<file path="config.mk">
export PLATFORM = sky130hd
export DESIGN_NAME = ctrl_pipe_stage
export DESIGN_NICKNAME = d
export VERILOG_FILES = /design/src/rtl/pipe_pkg.sv /design/src/rtl/ctrl_skid_slot.sv /design/src/rtl/ctrl_pipe_stage.sv
export SDC_FILE = /design/constraint.sdc
export NUM_CORES = 1
export LEC_CHECK = 0
export CAP_MARGIN = 40
export CORE_ASPECT_RATIO = 1.2
export CORE_UTILIZATION = 30
export DETAILED_ROUTE_END_ITERATION = 6
export PLACE_DENSITY_LB_ADDON = 0.12
export SYNTH_ARGS = -nofsm -noshare
export SYNTH_HDL_FRONTEND = slang
export SYNTH_SLANG_ARGS = --single-unit
</file>
<file path="constraint.sdc">
create_clock -name clk -period 2.4 [get_ports clk]
set_input_delay 0.48 -clock clk [delete_from_list [all_inputs] [get_ports clk]]
set_output_delay 0.48 -clock clk [all_outputs]
set_load 0.03 [all_outputs]
</file>
<file path="src/rtl/pipe_pkg.sv">
// Shared types for the control-word pipeline registers: slot-count states and
// per-stage control structs that instantiations pack into the WIDTH-bit word.
package pipe_pkg;

    localparam int unsigned OCC_W = 2;

    typedef enum logic [1:0] {
        ST_EMPTY = 2'd0,
        ST_ONE   = 2'd1,
        ST_TWO   = 2'd2
    } pipe_state_e;

    typedef struct packed {
        logic       reg_write;
        logic [1:0] result_src;
    } mw_ctrl_t;

    typedef struct packed {
        logic       reg_write;
        logic       mem_write;
        logic [1:0] result_src;
    } em_ctrl_t;

    typedef struct packed {
        logic       reg_write;
        logic       mem_write;
        logic       branch;
        logic       jump;
        logic [1:0] result_src;
        logic [2:0] alu_ctrl;
        logic       alu_src;
    } de_ctrl_t;

    function automatic logic [OCC_W-1:0] occ_of_state(input pipe_state_e s);
        logic [OCC_W-1:0] w_occ;
        w_occ = '0;
        case (s)
            ST_ONE:  w_occ = OCC_W'(1);
            ST_TWO:  w_occ = OCC_W'(2);
            default: w_occ = '0;
        endcase
        return w_occ;
    endfunction

endpackage

</file>
<file path="src/rtl/ctrl_skid_slot.sv">
// One held control word plus its valid bit. Clear wins over load so a flush
// can never be undone by a same-cycle refill.
module ctrl_skid_slot #(
    parameter int unsigned       WIDTH  = 3,
    parameter logic [WIDTH-1:0]  BUBBLE = '0
) (
    input  logic             clk,
    input  logic             rst_n,
    input  logic             i_load,
    input  logic             i_clear,
    input  logic [WIDTH-1:0] i_data,
    output logic             o_valid,
    output logic [WIDTH-1:0] o_data
);

    logic             r_valid;
    logic [WIDTH-1:0] r_data;

    always_ff @(posedge clk or negedge rst_n) begin
        if (!rst_n) begin
            r_valid <= 1'b0;
            r_data  <= BUBBLE;
        end else if (i_clear) begin
            r_valid <= 1'b0;
            r_data  <= BUBBLE;
        end else if (i_load) begin
            r_valid <= 1'b1;
            r_data  <= i_data;
        end
    end

    assign o_valid = r_valid;
    assign o_data  = r_data;

endmodule

</file>
<file path="src/rtl/ctrl_pipe_stage.sv">
// Control-word pipeline register with valid/ready handshake, synchronous flush
// and an optional second (skid) entry that keeps in_ready off the out_ready path.
module ctrl_pipe_stage
    import pipe_pkg::*;
#(
    parameter int unsigned      WIDTH  = 3,
    parameter int unsigned      SKID   = 1,
    parameter logic [WIDTH-1:0] BUBBLE = '0
) (
    input  logic             clk,
    input  logic             rst_n,
    input  logic             in_valid,
    output logic             in_ready,
    input  logic [WIDTH-1:0] in_data,
    input  logic             flush,
    output logic             out_valid,
    input  logic             out_ready,
    output logic [WIDTH-1:0] out_data,
    output logic [1:0]       occupancy
);

    pipe_state_e      r_state;
    pipe_state_e      w_state_d;
    logic             w_accept;
    logic             w_consume;
    logic             w_main_load;
    logic             w_main_clear;
    logic             w_skid_load;
    logic             w_skid_clear;
    logic [WIDTH-1:0] w_main_d;
    logic [WIDTH-1:0] w_main_q;
    logic [WIDTH-1:0] w_skid_q;
    logic             w_main_valid;
    logic             w_skid_valid;

    always_ff @(posedge clk or negedge rst_n) begin
        if (!rst_n) begin
            r_state <= ST_EMPTY;
        end else begin
            r_state <= w_state_d;
        end
    end

    // With a skid entry in_ready comes straight from the state register.
    assign in_ready  = (SKID != 0) ? (r_state != ST_TWO) : (!out_valid || out_ready);
    assign out_valid = (r_state != ST_EMPTY);
    assign out_data  = out_valid ? w_main_q : BUBBLE;
    assign occupancy = occ_of_state(r_state);
    assign w_accept  = in_valid && in_ready;
    assign w_consume = out_valid && out_ready;

    always_comb begin
        w_state_d    = r_state;
        w_main_load  = 1'b0;
        w_main_clear = 1'b0;
        w_skid_load  = 1'b0;
        w_skid_clear = 1'b0;
        w_main_d     = in_data;
        if (flush) begin
            w_state_d    = ST_EMPTY;
            w_main_clear = 1'b1;
            w_skid_clear = 1'b1;
        end else begin
            unique case (r_state)
                ST_EMPTY: begin
                    if (w_accept) begin
                        w_state_d   = ST_ONE;
                        w_main_load = 1'b1;
                    end
                end
                ST_ONE: begin
                    if (w_accept && w_consume) begin
                        w_main_load = 1'b1;
                    end else if (w_accept && (SKID != 0)) begin
                        w_state_d   = ST_TWO;
                        w_skid_load = 1'b1;
                    end else if (w_consume) begin
                        w_state_d    = ST_EMPTY;
                        w_main_clear = 1'b1;
                    end
                end
                ST_TWO: begin
                    // Skid entry moves up so it is never overtaken.
                    if (w_consume) begin
                        w_state_d    = ST_ONE;
                        w_main_load  = 1'b1;
                        w_main_d     = w_skid_q;
                        w_skid_clear = 1'b1;
                    end
                end
                default: begin
                    w_state_d    = ST_EMPTY;
                    w_main_clear = 1'b1;
                    w_skid_clear = 1'b1;
                end
            endcase
        end
    end

    ctrl_skid_slot #(
        .WIDTH  (WIDTH),
        .BUBBLE (BUBBLE)
    ) u_main (
        .clk     (clk),
        .rst_n   (rst_n),
        .i_load  (w_main_load),
        .i_clear (w_main_clear),
        .i_data  (w_main_d),
        .o_valid (w_main_valid),
        .o_data  (w_main_q)
    );

    if (SKID != 0) begin : g_skid
        ctrl_skid_slot #(
            .WIDTH  (WIDTH),
            .BUBBLE (BUBBLE)
        ) u_skid (
            .clk     (clk),
            .rst_n   (rst_n),
            .i_load  (w_skid_load),
            .i_clear (w_skid_clear),
            .i_data  (in_data),
            .o_valid (w_skid_valid),
            .o_data  (w_skid_q)
        );
    end else begin : g_no_skid
        assign w_skid_valid = 1'b0;
        assign w_skid_q     = BUBBLE;
    end

    a_no_accept_in_two: assert property (@(posedge clk) disable iff (!rst_n)
        !((r_state == ST_TWO) && w_accept));

    a_occ_matches_valids: assert property (@(posedge clk) disable iff (!rst_n)
        occupancy == OCC_W'($countones({w_skid_valid, w_main_valid})));

    a_bubble_when_invalid: assert property (@(posedge clk) disable iff (!rst_n)
        out_valid || (out_data == BUBBLE));

endmodule
</file>
[Word level (Yosys, flattened, before mapping)]
Cells that the tools add are included.
Storage, ports and cells
  bits in registers: 8
  bits of input ports: 8
  output and inout bits: 7
  logic and storage cells: 50
Operators by class
  equal/unequal tests: 7
  multiplexer cells: 30
  reduce and logical (&&, ||, !) cells: 10
Operators by type and width (number)
  2-to-1 mux 3 bit: 8
  2-to-1 mux 2 bit: 6
  2-to-1 mux 1 bit: 11
  inequality test 3 bit (second input constant): 3
  case mux 2 bit (3 select lines): 1
  nonzero test 2 bit: 3
  inequality test 4 bit (second input constant): 1
  case mux 1 bit (2 select lines): 2
  case mux 2 bit (2 select lines): 1
  AND reduction 4 bit: 1
  OR reduction 2 bit: 2
  logical AND 1 bit: 3
  case mux 1 bit (3 select lines): 1
  equality test 2 x 1 -> 1 bit (second input constant): 1
  equality test 2 bit (second input constant): 1
  zero test 2 bit: 1
  inequality test 2 bit (second input constant): 1

[Depth between registers and ports, before layout]
  depth in word-level cells: 8
  gate-level depth with buffers: 4
  mapped depth without buffers: 3

[Modules after synthesis]
A second synthesis with hierarchy kept.
Second synthesis, totals
  cells, all modules: 54
  area, all modules: 544.3 um^2
By module, submodules not included
  ctrl_skid_slot: instances 2, cells each 12, area each 148.9 um^2, seq. area each 100.1 um^2
  ctrl_pipe_stage: instances 1, cells each 30, area each 246.5 um^2, seq. area each 50.0 um^2

[Worst setup path before layout]
Ideal clock, no wire load.
  path type: reg-to-output
  from: register r_state[0]
  to: output in_ready
  arrival: 1087 ps
  setup slack: 833 ps
  stages on the path, launching flop included: 4
  buffers on the path: 1
  path through: dfrtp_1 buf_4 and2b_1 inv_1
Between the ends
  cells in the longest elaborated chain, start to end: 1
RTL lines
  from (decl): line ctrl_pipe_stage.sv:22  | pipe_state_e r_state;
  from (signal assigned): line ctrl_pipe_stage.sv:40  | r_state <= w_state_d;
  inequality test 2 bit: line ctrl_pipe_stage.sv:45  | assign in_ready = (SKID != 0) ? (r_state != ST_TWO) : (!out_valid || out_ready);
  to (decl): line ctrl_pipe_stage.sv:13  | output logic in_ready,
Every way passes these cells.

[Worst setup path after layout]
Same ends and word-level chain as after synthesis.

==> out/qor.yml <==
sta:
  fmax_ghz: 0.463
  slew_violations: 0
  hold_viol: 0
  rsz0062_at_grt: "no"
  worst_pin_slew_ps: 364
  fin_skew_ps: 1.87
  setup_viol: 0
  maxSlewHeadroom_pct: 75.7
  min_period_ps: 2160
  final.setup.tns_ps: 0
  post-route-period-util_pct: 90.1
worst_hold_path:
  hold_path.class: "in -> async"
floorplanning:
  die_h_um: 45.8
  die_width_um: 38.5
  num_rows: 15
  coreArea_um2: 1460
  die-area_um2: 1770
  pin_count: 15
  start_util_pct: 32.8
worst_setup_path:
  slowest_stage: "clkdlybuf4s50_1"
  slowest_delay_ps: 660
  crit_path_end_kind: "primary output"
  path_buf_inv: 2
  crit_required_ps: 1920
  worst_ep_arrival_time_ps: 1680
  path_max_fanout: 11
  crit_family: "buffers and inverters"
  start_kind: "flip-flop"
  criticalPathCategory: "reg -> out"
  path_cells: "and2b_1, inv_1, clkdlybuf4s50_1"
power:
  p_leak_nw: 0.260
  p_sw_share_pct: 27.4
  p_per_area_nw_per_um2: 503
  combPwrFrac_pct: 23.6
  pwr-share-clk_pct: 30.9
  p_int_w: 0.000237
  power_frac_seq_pct: 45.6
  vdd_ir_drop_max_uv: 322
  power.switching_w: 0.0000895
clock_network:
  cts.path.max_buffers: 2
  cts_buffers: 3
  cts_tree: "built"
  hold_buffers: 0
  clk_latency_ps: 250
  cts_root_buf: "clkbuf_4"
  htree_levels: 1
  clock-sinks: 8
  clk_pin_slew_ps: 50
  postCtsSetupRepairBufs: 0
  post_cts_resize_count: 0
placed_design:
  hpwl_um: 710
  gp_congestion: 0.644
  dp.cells: 79
  port_buffers: 14
drt:
  met3_length_um: 27
  drc: 0
  drtPass1Iterations: 4
  post_drt_wl_per_cell_um: 11.6
  wl_met1_um: 458
  drt-initial-drc-count: 9
  vias: 395
  highest_layer: "met3"
  met2_length_um: 466
  ant_nets: 0
  via_per_inst: 4.82
  routed_wl_um: 952
logic_synthesis:
  ys_ff_latch: 8
  synthCells: 50
  syn_nets: 58
  synth_area_um2: 480
  yosysUniqueCellTypes: 20
  ys_seq_area_share_pct: 41.7
  syn_area_per_cell_um2: 9.61
  yosys_warnings: 0
global_routing:
  grt_max_degree: 12
  antenna_found_initial: 0
  gr-total-overflow: 0
  grt_first_pass_wirelength_um: 1520
  grt_usage_pct: 12.6
  grt_pass1_vias: 373
run_status:
  status: "completed"
layout:
  diodes: 0
  area_delta_synth_final_pct: 35.2
  fill_cells: 149
  final_nets: 75
  final_common_cell: "clkdlybuf4s50_1"
  final_cell_mix: "14 x clkdlybuf4s50_1, 10 x nor2_1, 8 x dfrtp_1"
  fin_cells: 82
  drive_above_1_share_pct: 9.23
run:
  drv_cap: 0
## logic make-up after synthesis
logic type | Yosys count | synth area share [%]
multiplexers | 7 | 14.6
buffers and inverters | 7 | 7.03
flip-flops | 8 | 41.7
AO/OA/AOI/OAI | 9 | 13.0
AND/OR/NAND/NOR | 19 | 23.7
## metrics by stage
stage	instance area [µm²]	utilization [%]	setup WS (ps)	total power, W	hold WS [ps]
2_1_floorplan	480	-	833	0.000195	184
3_3_place_gp	627	42.8	530	0.000229	505
3_5_place_dp	627	42.8	501	0.000229	515
4_1_cts	649	44.4	227	0.000332	521
5_1_grt	649	44.4	129	0.000346	532
6_report	649	44.4	238	0.000326	510
## synth_stat cells (all sizes together)
library cell	n	area, µm²
a21boi	1	7.51
a21oi	1	5.00
a22oi	1	7.51
and2b	1	7.51
and4bb	2	25.0
buf	2	15.0
dfrtp	8	200
inv	5	18.8
mux2i	7	70.1
nand2	1	3.75
nand2b	1	6.26
nand3b	1	7.51
nand4bb	1	11.3
nor2	10	37.5
nor2b	1	6.26
o21ai	1	5.00
o21ba	1	10.0
o22ai	3	18.8
o31a	1	8.76
or3b	1	8.76
## worst register-to-register path, delay by kind of cell, from the launching register on
| kind | cells | cell delay (ps) |
|---|---|---|
| AO/OA/AOI/OAI | 1 | 90 |
| flip-flops | 1 | 470 |
| AND/OR/NAND/NOR | 1 | 400 |
| multiplexers | 1 | 210 |
## power groups by stage
| stage | clock [W] | sequential (W) | combinational (W) |
|---|---|---|---|
| after floorplan | 0 | 0.000147 | 0.0000485 |
| after global placement | 0 | 0.000151 | 0.0000780 |
| after detailed placement | 0 | 0.000151 | 0.0000777 |
| after CTS | 0.000105 | 0.000149 | 0.0000782 |
| after global routing | 0.000113 | 0.000150 | 0.0000835 |
| final | 0.000101 | 0.000149 | 0.0000770 |
## registers in the layout (all words and copies together) (netlist names)
name / count
g_skid.u_skid.o_data: 3
r_state: 2
u_main.o_data: 3
## layout make-up
type                            instances  area [µm²]  share of cell area, %
Sequential cell                         8         200                   30.8
Clock buffer                            3        22.5                   3.47
Tap cell                               17        21.3                   3.28
Multi-Input combinational cell         35         246                   38.0
Inverter                                5        18.8                   2.89
Timing Repair Buffer                   14         140                   21.6
## per-layer routing
metal | track usage (%) | up-vias
met3 | 2.94 | 0
met1 | 16.1 | 182
met2 | 19.7 | 9
met4 | 6.21 | 0
li1 | - | 204
met5 | 0 | -
## worst paths after layout
path                                         start                       to  slack, ps  cells past startpoint
setup / recovery                        r_state[0]                 in_ready        240                      3
hold / removal                               rst_n               r_state[1]        510                      1
setup reg to reg                        r_state[0]         u_main.o_data[2]       1100                      3
hold reg to reg            g_skid.u_skid.o_data[0]  g_skid.u_skid.o_data[0]        520                      2
max in group asynchronous                    rst_n         u_main.o_data[0]       1630                      1
min in group clk           g_skid.u_skid.o_data[0]  g_skid.u_skid.o_data[0]        520                      2
No activity file was read; power rests on OpenSTA's default activity.
